`src/rtl/tick_period_monitor_pkg.sv`:
```
// Shared definitions for the tick period monitor: state encodings and error counter helpers.
package tick_period_monitor_pkg;

    typedef enum logic [1:0] {
        ST_IDLE    = 2'd0,
        ST_ACQUIRE = 2'd1,
        ST_TRACK   = 2'd2
    } state_e;

    localparam int ERR_W = 8;
    localparam logic [ERR_W-1:0] ERR_MAX = '1;

    // Clear wins over the old value but still counts an event that lands in the same cycle.
    function automatic logic [ERR_W-1:0] err_next(input logic [ERR_W-1:0] cur,
                                                  input logic clr,
                                                  input logic evt);
        if (clr) begin
            return evt ? ERR_W'(1) : '0;
        end
        if (evt && (cur != ERR_MAX)) begin
            return cur + 1'b1;
        end
        return cur;
    endfunction

endpackage

```
`src/rtl/tick_period_monitor_if.sv`:
```
// Control and report signals between the tick period monitor and its consumer.
interface tick_period_monitor_if #(
    parameter int WIDTH = 18
);
    import tick_period_monitor_pkg::*;

    logic             enable;
    logic             tick_in;
    logic             clear_err;
    logic [WIDTH-1:0] period_out;
    logic             period_valid;
    logic             early_err;
    logic             timeout_err;
    logic             locked;
    logic [ERR_W-1:0] err_count;
    logic [WIDTH-1:0] avg_period;

    modport master (
        input  enable, tick_in, clear_err,
        output period_out, period_valid, early_err, timeout_err, locked, err_count, avg_period
    );

    modport slave (
        output enable, tick_in, clear_err,
        input  period_out, period_valid, early_err, timeout_err, locked, err_count, avg_period
    );

endinterface

```
`src/rtl/tick_period_monitor_counter.sv`:
```
// Interval counter for the tick period monitor, with a compare flag at the timeout terminal value.
module tick_interval_counter #(
    parameter int WIDTH    = 18,
    parameter int TERMINAL = 200001
) (
    input  logic             clock,
    input  logic             reset,
    input  logic             clear,
    input  logic             inc,
    output logic [WIDTH-1:0] count,
    output logic             at_terminal
);

    // NOTE: sequential state uses non-blocking assignments so every flop samples pre-edge values.
    always_ff @(posedge clock or negedge reset) begin
        if (!reset) begin
            count <= '0;
        end else if (clear) begin
            count <= '0;
        end else if (inc) begin
            count <= count + 1'b1;
        end
    end

    assign at_terminal = (count == WIDTH'(TERMINAL));

endmodule

```
`src/rtl/tick_period_monitor.sv`:
```
// Measures the interval between tick_in pulses, flags early/overdue ticks and tracks lock.
// Define TICK_MON_AVG_EN to build a 4-sample running average on avg_period.
module tick_period_monitor
    import tick_period_monitor_pkg::*;
#(
    parameter int WIDTH    = 18,
    parameter int EXPECTED = 200000,
    parameter int TOL      = 2
) (
    input  logic                  clock,
    input  logic                  reset,
    tick_period_monitor_if.master mon
);

    localparam int LOWER = EXPECTED - TOL;
    localparam int UPPER = EXPECTED + TOL;

    state_e           state_q;
    state_e           state_d;
    logic [WIDTH-1:0] cnt;
    logic [WIDTH-1:0] measured;
    logic [WIDTH-1:0] period_q;
    logic             period_valid_q;
    logic             early_q;
    logic             timeout_q;
    logic             locked_q;
    logic [ERR_W-1:0] err_q;
    logic             at_terminal;
    logic             active;
    logic             report;
    logic             early_evt;
    logic             timeout_evt;
    logic             cnt_inc;

    assign active      = mon.enable && (state_q == ST_TRACK);
    assign report      = active && mon.tick_in;
    assign timeout_evt = active && !mon.tick_in && at_terminal;
    assign measured    = cnt + WIDTH'(1);
    assign early_evt   = report && (measured < WIDTH'(LOWER));
    // Counting only happens mid-interval in TRACK; every other case returns the counter to zero.
    assign cnt_inc     = active && !mon.tick_in && !at_terminal;

    tick_interval_counter #(
        .WIDTH    (WIDTH),
        .TERMINAL (UPPER - 1)
    ) u_counter (
        .clock       (clock),
        .reset       (reset),
        .clear       (!cnt_inc),
        .inc         (cnt_inc),
        .count       (cnt),
        .at_terminal (at_terminal)
    );

    // NOTE: always_comb assigns a default first so no path leaves state_d unassigned (no latch).
    always_comb begin
        state_d = state_q;
        if (!mon.enable) begin
            state_d = ST_IDLE;
        end else begin
            case (state_q)
                ST_IDLE:    state_d = ST_ACQUIRE;
                ST_ACQUIRE: if (mon.tick_in) state_d = ST_TRACK;
                ST_TRACK:   if (timeout_evt) state_d = ST_ACQUIRE;
                default:    state_d = ST_IDLE;
            endcase
        end
    end

    always_ff @(posedge clock or negedge reset) begin
        if (!reset) begin
            state_q        <= ST_IDLE;
            period_q       <= '0;
            period_valid_q <= 1'b0;
            early_q        <= 1'b0;
            timeout_q      <= 1'b0;
            locked_q       <= 1'b0;
            err_q          <= '0;
        end else begin
            state_q        <= state_d;
            locked_q       <= (state_d == ST_TRACK);
            period_valid_q <= report;
            early_q        <= early_evt;
            timeout_q      <= timeout_evt;
            err_q          <= err_next(err_q, mon.clear_err, early_evt || timeout_evt);
            if (report) begin
                period_q <= measured;
            end
        end
    end

    assign mon.period_out   = period_q;
    assign mon.period_valid = period_valid_q;
    assign mon.early_err    = early_q;
    assign mon.timeout_err  = timeout_q;
    assign mon.locked       = locked_q;
    assign mon.err_count    = err_q;

`ifdef TICK_MON_AVG_EN
    logic [WIDTH-1:0] hist [3];
    logic [1:0]       hist_n;
    logic [WIDTH-1:0] avg_q;
    logic [WIDTH+1:0] sum4;

    assign sum4 = (WIDTH+2)'(measured) + (WIDTH+2)'(hist[0])
                + (WIDTH+2)'(hist[1]) + (WIDTH+2)'(hist[2]);

    // hist holds the three samples before the current one; hist_n saturates once all three are valid.
    always_ff @(posedge clock or negedge reset) begin
        if (!reset) begin
            hist   <= '{default: '0};
            hist_n <= '0;
            avg_q  <= '0;
        end else if (state_d != ST_TRACK) begin
            hist   <= '{default: '0};
            hist_n <= '0;
            avg_q  <= period_q;
        end else if (report) begin
            hist[0] <= measured;
            hist[1] <= hist[0];
            hist[2] <= hist[1];
            if (hist_n != 2'd3) begin
                hist_n <= hist_n + 1'b1;
                avg_q  <= measured;
            end else begin
                avg_q  <= sum4[WIDTH+1:2];
            end
        end
    end

    assign mon.avg_period = avg_q;
`else
    assign mon.avg_period = period_q;
`endif

endmodule
```
`src/flat_wrapper.sv`:
```
// flat-port wrapper written by rule: the top's interface ports become plain ports
module tick_period_monitor_flat import tick_period_monitor_pkg::*;
#(
    parameter int WIDTH    = 18,
    parameter int EXPECTED = 200000,
    parameter int TOL      = 2
)
  (clock, reset, mon_enable, mon_tick_in, mon_clear_err, mon_period_out, mon_period_valid, mon_early_err, mon_timeout_err, mon_locked, mon_err_count, mon_avg_period);
  tick_period_monitor_if #(.WIDTH(WIDTH)) mon_i ();
  input  logic clock;
  input  logic reset;
  input wire logic [$bits(mon_i.enable)-1:0] mon_enable;
  input wire logic [$bits(mon_i.tick_in)-1:0] mon_tick_in;
  input wire logic [$bits(mon_i.clear_err)-1:0] mon_clear_err;
  output wire logic [$bits(mon_i.period_out)-1:0] mon_period_out;
  output wire logic [$bits(mon_i.period_valid)-1:0] mon_period_valid;
  output wire logic [$bits(mon_i.early_err)-1:0] mon_early_err;
  output wire logic [$bits(mon_i.timeout_err)-1:0] mon_timeout_err;
  output wire logic [$bits(mon_i.locked)-1:0] mon_locked;
  output wire logic [$bits(mon_i.err_count)-1:0] mon_err_count;
  output wire logic [$bits(mon_i.avg_period)-1:0] mon_avg_period;
  assign mon_i.enable = mon_enable;
  assign mon_i.tick_in = mon_tick_in;
  assign mon_i.clear_err = mon_clear_err;
  assign mon_period_out = mon_i.period_out;
  assign mon_period_valid = mon_i.period_valid;
  assign mon_early_err = mon_i.early_err;
  assign mon_timeout_err = mon_i.timeout_err;
  assign mon_locked = mon_i.locked;
  assign mon_err_count = mon_i.err_count;
  assign mon_avg_period = mon_i.avg_period;
  tick_period_monitor #(.WIDTH(WIDTH), .EXPECTED(EXPECTED), .TOL(TOL)) u_core (.clock(clock), .reset(reset), .mon(mon_i));
endmodule
```
`config.mk`:
```
export PLATFORM = sky130hd
export DESIGN_NAME = tick_period_monitor_flat
export DESIGN_NICKNAME = d
export VERILOG_FILES = /design/src/rtl/tick_period_monitor_pkg.sv /design/src/rtl/tick_period_monitor_if.sv /design/src/rtl/tick_period_monitor_counter.sv /design/src/rtl/tick_period_monitor.sv /design/src/flat_wrapper.sv
export SDC_FILE = /design/constraint.sdc
export NUM_CORES = 1
export LEC_CHECK = 0
export CAP_MARGIN = 25
export CORE_MARGIN = 2
export CORE_UTILIZATION = 42
export DETAILED_ROUTE_END_ITERATION = 6
export PLACE_DENSITY = 0.7
export SETUP_SLACK_MARGIN = 0.3
export SLEW_MARGIN = 20
export SYNTH_ARGS = -nofsm -noshare
export SYNTH_HDL_FRONTEND = slang
export SYNTH_SLANG_ARGS = --single-unit
```
`constraint.sdc`:
```
create_clock -name clock -period 3.3 [get_ports clock]
set_clock_uncertainty 0.1 [all_clocks]
set_input_delay 0.66 -clock clock [delete_from_list [all_inputs] [get_ports clock]]
set_output_delay 0.66 -clock clock [all_outputs]
set_load 0.03 [all_outputs]
```
# After elaboration in Yosys (flattened, before gate mapping)
# Cells that the tools add are included.
# Widths: inputs -> output; s select.
[classes]
add_sub_neg = 2
mul = 0
div = 0
magnitude_cmp = 1
n_eq_ne = 5
n_shift = 0
n_mux = 13
bitwise = 0
reduce_logical = 12
[ops]
columns = ["operator", "count"]
rows = [
  ["$mux 8", 4],
  ["$add 18x1->18 const B", 1],
  ["$eq 18x18->1 const B", 1],
  ["$lt 18x18->1 const B", 1],
  ["$mux 18", 1],
  ["$add 8x1->8 const B", 1],
  ["$ne 8x8->1 const B", 1],
  ["$logic_and 1x1->1", 7],
  ["$mux 2", 3],
  ["$pmux 2 s3", 1],
  ["$eq 2x2->1 const B", 2],
  ["$mux 1", 4],
  ["$eq 2x1->1 const B", 1],
  ["$logic_not 1->1", 2],
  ["$logic_not 2->1", 1],
  ["$reduce_bool 2->1", 1],
  ["$logic_or 1x1->1", 1],
]
[totals]
register_bits = 50
latchBits = 0
ramBits = 0
rom_bits = 0
input_bits = 5
output_inout_bits = 48
memories = 0

# Longest topological paths before layout
# Gate-level depths: netlist of the first run.
[logic_depth]
ltp_word = 10
mapped_depth = 10
mapped_depth_nobuf = 9

# Hierarchy
# Synthesis of the first run repeated with hierarchy kept, for this count alone.
[hier_totals]
cells_unflattened = 342
hier_area_um2 = 3075.4
[modules_own_cells]
columns = ["module", "instances", "cells_each", "area_per_inst_um2", "seq_area_each_um2"]
rows = [
  ["tick_period_monitor", 1, 240, 2087.0, 800.8],
  ["tick_interval_counter", 1, 102, 988.4, 450.4],
]

# Worst setup path before layout of the first run
# Ideal clock, no wire load.
[synth_timing]
kind = "register to register"
start = "register u_core.u_counter.count[0]"
end = "register u_core.err_q[5], in the netlist u_core.mon.err_count[5]"
setup_ns = 0.125
arrival_time_ns = 2.305
slack_ns = 0.770
path_stages_with_launch = 11
n_path_buf = 1
period_less_slack_ns = 2.530
path_cell_list = "dfrtp_1 ha_1 buf_4 and3_2 and3_2 a31o_2 o311a_1 o2111ai_2 nand2_4 nand3_2 mux2_4"
[synth_between]
elab_chain_len = 8
elab_cells_between_ends = 13
classes_between = "add/sub (1); order compare (1); eq/ne (1); mux (5); reduce/logical (5)"
[synth_rtl]
columns = ["element", "line_no", "text"]
rows = [
  ["from (decl)", "tick_period_monitor_counter.sv:10", "output logic [WIDTH-1:0] count,"],
  ["from (signal assigned)", "tick_period_monitor_counter.sv:21", "count <= count + 1'b1;"],
  ["$add 18x1->18", "tick_period_monitor.sv:38", "assign measured = cnt + WIDTH'(1);"],
  ["$lt 18x18->1", "tick_period_monitor.sv:39", "assign early_evt = report && (measured < WIDTH'(LOWER));"],
  ["$logic_and 1x1->1", "tick_period_monitor.sv:39", ""],
  ["$logic_or 1x1->1 (*)", "tick_period_monitor.sv:85", "err_q <= err_next(err_q, mon.clear_err, early_evt || timeout_evt);"],
  ["$logic_and 1x1->1 (*)", "tick_period_monitor_pkg.sv:20", "if (evt && (cur != ERR_MAX)) begin"],
  ["$mux 8 or $mux 1 (tied branches)", "tick_period_monitor_pkg.sv:20", ""],
  ["$mux 8 or $mux 1 (tied branches)", "tick_period_monitor_pkg.sv:23, tick_period_monitor_pkg.sv:20", ""],
  ["$mux 8 or $reduce_bool 2->1 (tied branches)", "--", ""],
  ["to (signal assigned)", "tick_period_monitor.sv:85", ""],
  ["to (decl)", "tick_period_monitor.sv:27", "logic [ERR_W-1:0] err_q;"],
]
# Every way passes the cells marked *; elsewhere a longest branch is shown, timed or not. The select of a mux whose other input is x is not followed.
# A chain may end at the register's enable or synchronous reset.

# Final worst setup path of the first run
[layout_timing]
start = "register u_core.u_counter.count[0]"
end = "register u_core.err_q[3], in the netlist u_core.mon.err_count[3]"
# The elaborated chain is that of the path after synthesis.

==> impl_metrics.yaml, run 1 <==
outcome:
  status: "finished, final reports clean"
final_layout:
  n_antenna_cell: 0
  drive_gt1_share_pct: 10.9
  fin_area_sq_um: 3260
  layout.nets: 319
  area_delta_synth_final_pct: 18.5
synthesis:
  synthesis.area_sq_um: 2750
  synth_top_area_share_pct: 45.5
  yosysWarnings: 0
  ys_seq_elements: 50
  yosysSeqAreaShare_pct: 45.5
  synth-edff-count: 0
  syn_inst: 280
  avgSynthCellArea_sq_um: 9.83
  netlist_top_cells_area: "dfrtp_1 (45%), buf_4 (5.2%), nor2_1 (4.5%)"
  yosysMostFrequentCell: "dfrtp_1"
  netlist_top_cells_count: "dfrtp_1 (50), nor2_1 (33), nand2_1 (28)"
  syn-num-nets: 288
  ys.flop_type: "dfrtp_1"
  synth_area_leader_cell: "dfrtp_1"
  synth_cell_types: 56
  ys_async_sr_fraction_pct: 100
setup_path:
  crit_path_start: "u_core.u_counter.count[0]"
  ff2ff_setup_slack_ns: 0.58
  end_kind: "flip-flop"
  crit_end: "u_core.mon.err_count[3]"
  critPathLaunchType: "flip-flop"
  cp.arrival_ns: 2.81
  crit_fanout: 11
  required_ns: 3.39
  r2r_start: "u_core.u_counter.count[0]"
  rr_worst_depth: 9
  reg2reg_to: "u_core.mon.err_count[3]"
  setup.worst_path.class: "reg2reg"
place:
  gp_routability_congestion: 0.909
  portBuffers: 52
  placed_area_sq_um: 3170
  place_hpwl_microns: 3930
pwr:
  power_density_nw_per_um2: 333
  ir_worst_vdd_mv: 0.295
  power_leakage_nw: 1.32
clocking:
  numClockSinks: 50
  clockBufferDepth: 2
  cts_hold_buf: 0
  cts_buffers: 5
  htreeDepth: 2
  cts_tree: "done"
  post_cts_buffers: 0
  clk_pin_slew_ns: 0.09
  cts_resized: 0
  root_buffer: "clkbuf_8"
  clkLatencyLatePin_ns: 0.30
floorplan:
  die_w_microns: 85.0
  die-area_sq_um: 7220
  rows: 29
  initial_utilization_pct: 43.3
  die_h_microns: 85.0
  fp.coreArea_sq_um: 6350
  io_pins: 53
detailed_routing:
  drt-initial-drc-count: 206
  post-route-drc-count: 0
  drtPass1Iterations: 4
  vias: 2049
  via_per_inst: 5.27
  postRouteAntennaNets: 0
  wl_per_cell_microns: 13.8
  totalWireLength_microns: 5370
global_routing:
  overflow: 0
  grt_pass1_wl_microns: 9160
  grt_use_total_pct: 15.8
  grt_pass1_vias: 1906
  antenna_found_initial: 0
  grt_start_max_net_pins: 51
timing:
  slew_headroom_pct: 56.3
  rsz0062_at_grt: "no"
  hold_violations: 0
  finalSetupTns_ns: 0
  fin_crit_ns: 2.72
  fmax_mhz: 368
  final_max_slew_viol_count: 0
  finalCritPeriodShare_pct: 82.3
  tightest_slew_ns: 0.654
  setup_viol: 0
hold_path:
  hold_class: "in2async"
job:
  drv_cap: 0
-- flip-flops by register name, indices dropped and copies added (netlist names) --
signal / count
u_core.mon.avg_period: 18
u_core.mon.early_err: 1
u_core.mon.err_count: 8
u_core.mon.locked: 1
u_core.mon.period_valid: 1
u_core.mon.timeout_err: 1
u_core.state_q: 2
u_core.u_counter.count: 18
-- critical path, stage by stage (launching register included) --
cell and delay [ns]:
dfrtp_1 0.46, ha_1 0.36, and3_2 0.29, and3_2 0.23, a31o_2 0.23, o311a_1 0.14, o2111ai_2 0.28, nand2_4 0.12
nand2_1 0.10, mux2_4 0.29
-- cells by family after synthesis --
family / after synthesis / synth area share [%]
buffers and inverters: 36 / 8.50
muxes: 8 / 3.41
xor gates and xnor gates: 20 / 6.36
and+or+nand+nor: 120 / 23.5
adders and majority gates: 3 / 1.36
DFF: 50 / 45.5
AOI/OAI and AO/OA: 43 / 11.4
-- worst min path at each step --
stage          cells past startpoint  slack (ns)                   endpoint
6_report                           2        0.35   u_core.mon.avg_period[3]
5_1_grt                            2        0.41   u_core.mon.avg_period[3]
4_1_cts                            2        0.37   u_core.mon.avg_period[1]
3_5_place_dp                       2        0.39  u_core.mon.avg_period[10]
3_3_place_gp                       2        0.38  u_core.mon.avg_period[10]
2_1_floorplan                      0        0.26   u_core.mon.avg_period[0]
-- cell usage in the layout (no fill, tap or decap), types with 2 or more instances in the layout --
master,n
clkdlybuf4s50_1,51
dfrtp_1,50
nor2_1,33
nand2_1,28
o21ai_0,19
xnor2_1,13
nand3_1,8
nand4_1,7
nor2b_1,7
xor2_1,7
clkbuf_8,6
inv_1,5
and2_1,5
a21oi_1,5
and4_1,5
mux2i_1,3
nand2b_1,3
o21ai_1,3
and3_2,3
ha_1,3
buf_4,3
nor4_1,2
o22ai_1,2
nand4b_1,2
mux2_2,2
and3_1,2
o311a_1,2
a21oi_2,2
nand3_2,2
mux2_4,2
-- report_power, final --
group | switching (W) | total (W) | internal [W] | leakage (nW)
Clock | 0.000201 | 0.000370 | 0.000170 | 0.0482
Sequential | 0.00000796 | 0.000629 | 0.000621 | 0.694
Combinational | 0.0000538 | 0.0000860 | 0.0000322 | 0.573
Total | 0.000263 | 0.00109 | 0.000822 | 1.32
-- metal layers --
metal / track usage, % / part of all wire (%)
met2: 24.0 / 46
met3: 3.40 / 3.3
met1: 22.2 / 50
met5: 0 / 0
met4: 5.77 / 1.5
-- cell type report --
class                      count  area (sq um)
timing repair buffer          55           538
sequential                    50          1250
multi-input combinational    194          1270
fill                         588          3090
clock buffer                   7          86.3
tap                           77          96.3
inverter                       5          18.8
clock inverter                 1          5.00
-- stage by stage --
stage	instances	worst slack, ns	total power (W)	utilization (%)	hold slack [ns]
2_1_floorplan	280	0.770	0.000688	-	0.264
3_3_place_gp	381	0.695	0.000727	50.0	0.382
3_5_place_dp	381	0.606	0.000729	50.0	0.390
4_1_cts	389	0.592	0.00109	51.4	0.372
5_1_grt	389	0.467	0.00113	51.4	0.415
6_report	389	0.585	0.00109	51.4	0.351
Note: power is estimated with default switching activity, not from simulation.
==> run 2: changes to the inputs <==
--- a/config.mk
+++ b/config.mk
@@ -9,7 +9,7 @@
 export CORE_MARGIN = 2
 export CORE_UTILIZATION = 42
 export DETAILED_ROUTE_END_ITERATION = 6
-export PLACE_DENSITY = 0.7
+export PLACE_DENSITY = 0.72
 export SETUP_SLACK_MARGIN = 0.3
 export SLEW_MARGIN = 20
 export SYNTH_ARGS = -nofsm -noshare
==> constraint.sdc (replaced) <==
create_clock -name clock -period 2.4 [get_ports clock]
set_clock_uncertainty 0.1 [all_clocks]
set_input_delay 0.48 -clock clock [delete_from_list [all_inputs] [get_ports clock]]
set_output_delay 0.48 -clock clock [all_outputs]
set_load 0.03 [all_outputs]
==> run 2 against run 1 <==
Fmax up 16%. Count of clock-buffer cells in the layout down 1. Sequential power up 37%. Die area unchanged. Core utilization up 7.0 points. Setup slack worse by 0.53 ns. Sequential share of layout area down 4.5 points. Global-route usage up 1.4 points. Largest power group unchanged. Highest routed layer unchanged.
==> impl_metrics.yaml, run 2 (synthesis results as in run 1) <==
floorplan:
  rows: 29
  die_h_microns: 85.0
  die_w_microns: 85.0
  io_pins: 53
  fp.coreArea_sq_um: 6350
  die-area_sq_um: 7220
  initial_utilization_pct: 43.3
pwr:
  ir_worst_vdd_mv: 0.264
  power_leakage_nw: 1.55
  power_density_nw_per_um2: 408
  total_power_w: 0.00151
outcome:
  status: "finished, final reports clean"
final_layout:
  fin_area_sq_um: 3710
  regArea_sq_um: 1250
  mostFrequentLayoutCell: "clkdlybuf4s50_1"
  final_cell_mix: "clkdlybuf4s50_1 (49), dfrtp_1 (47), nor2_1 (33)"
  drive_gt1_share_pct: 25.9
  n_antenna_cell: 0
  multi_input_comb_area_sq_um: 1420
  finish.utilization_pct: 58.4
  fillers: 517
  area_delta_synth_final_pct: 34.8
  layout.nets: 351
setup_path:
  end_kind: "flip-flop"
  cp.arrival_ns: 2.45
  required_ns: 2.51
  setup.worst_path.class: "reg2reg"
  rr_worst_depth: 9
  crit_path_start: "u_core.u_counter.count[0]"
  slowest_delay_ns: 0.48
  r2r_start: "u_core.u_counter.count[0]"
  critPathLaunchType: "flip-flop"
  ff2ff_setup_slack_ns: 0.06
  cp_cell_sequence: "ha_4 -> nand2b_4 -> o21ai_2 -> a21oi_2 -> o311a_4 -> o2111ai_4 -> nand2_4 -> nand3_2 -> mux2_4"
  cpMaxStageDelayCell: "dfrtp_2"
  crit_end: "u_core.mon.err_count[5]"
  crit_fanout: 6
  reg2reg_to: "u_core.mon.err_count[5]"
hold_path:
  hold_class: "in2async"
place:
  portBuffers: 52
  pre_cts_slack_ns: -0.00529
  gp_routability_congestion: 0.863
  placed_area_sq_um: 3370
  place_hpwl_microns: 4160
clocking:
  htreeDepth: 2
  root_buffer: "clkbuf_8"
  cts_tree: "done"
  numClockSinks: 50
  clockBufferDepth: 2
  clkLatencyLatePin_ns: 0.31
  clk_pin_slew_ns: 0.09
  cts_buffers: 5
  cts_hold_buf: 0
detailed_routing:
  drt-initial-drc-count: 108
  postRouteAntennaNets: 0
  via_per_inst: 5.23
  post-route-drc-count: 0
  drtPass1Iterations: 4
  wl_per_cell_microns: 14.6
  totalWireLength_microns: 6150
  vias: 2203
global_routing:
  grt_start_max_net_pins: 51
  grt_pass1_vias: 2132
  antenna_found_initial: 0
  grt_pass1_wl_microns: 9990
  overflow: 0
  grt_use_total_pct: 17.2
timing:
  setup_viol: 0
  tightest_slew_ns: 0.492
  final_max_slew_viol_count: 0
  setup_slack_ns: 0.0560
  rsz0062_at_grt: "yes"
  fin_crit_ns: 2.34
  slew_headroom_pct: 67.1
  fmax_mhz: 427
  finalCritPeriodShare_pct: 97.7
  hold_violations: 0
job:
  drv_cap: 0
run 2: cell types whose count changed in the layout (fill, tap and decap cells not counted), sizes merged:
cell,delta
clkbuf,-1
buf,+32
dlymetal6s2s,+2
clkinvlp,+1
clkdlybuf4s50,-2
run 2: metrics by stage:
stage                     cells  setup TNS (ns)  hold WS (ns)
after detailed placement    403        -0.00964         0.392
after global routing        421          -0.108        0.0704
after floorplan             280        -0.00257        0.0844
after global placement      403               0         0.383
after CTS                   420               0        0.0546
final                       421               0        0.0430
run 2: worst min path at each step:
| stage | startpoint | slack, ns | cells past startpoint | end |
|---|---|---|---|---|
| finish | reset | 0.04 | 2 | u_core.u_counter.count[10] |
| global route | reset | 0.07 | 2 | u_core.mon.avg_period[9] |
| CTS | reset | 0.05 | 2 | u_core.u_counter.count[10] |
| detailed placement | reset | 0.39 | 2 | u_core.u_counter.count[7] |
| global placement | u_core.mon.avg_period[8] | 0.38 | 2 | u_core.mon.avg_period[8] |
| floorplan | reset | 0.08 | 0 | u_core.mon.avg_period[0] |
run 2: timing repair:
action | in CTS | in global routing
endpoints found under the setup margin | 8 | 12
hold endpoints to repair | 0 | 0
resized for setup | 19 | 19
pin swaps | 15 | 5
setup buffers | 9 | 1
run 2: routing by layer:
metal | GRT usage [%] | vias to the layer above | routed length [microns]
li1 | - | 1077 | -
met1 | 22.7 | 1066 | 2730
met2 | 28.7 | 51 | 3040
met3 | 3.02 | 9 | 261
met4 | 5.63 | 0 | 113
met5 | 0 | - | 0
run 2: critical path, delay by kind of cell, from the launching register on:
| family | cells | cell delay [ns] |
|---|---|---|
| DFF | 1 | 0.48 |
| adders and majority gates | 1 | 0.21 |
| and+or+nand+nor | 3 | 0.35 |
| muxes | 1 | 0.29 |
| AOI/OAI and AO/OA | 4 | 0.82 |
run 2: layout make-up:
type | count | area share, %
clock buffer | 6 | 2.23
inverter | 5 | 0.506
multi-input combinational | 194 | 38.3
clock inverter | 2 | 0.337
tap | 77 | 2.60
sequential | 50 | 33.8
timing repair buffer | 87 | 22.2
run 2: power by group:
group	internal [W]	total, W	leakage, nW	switching (W)
combinational	0.0000506	0.000127	0.814	0.0000764
clock	0.000232	0.000522	0.0472	0.000290
sequential	0.000853	0.000864	0.689	0.0000109
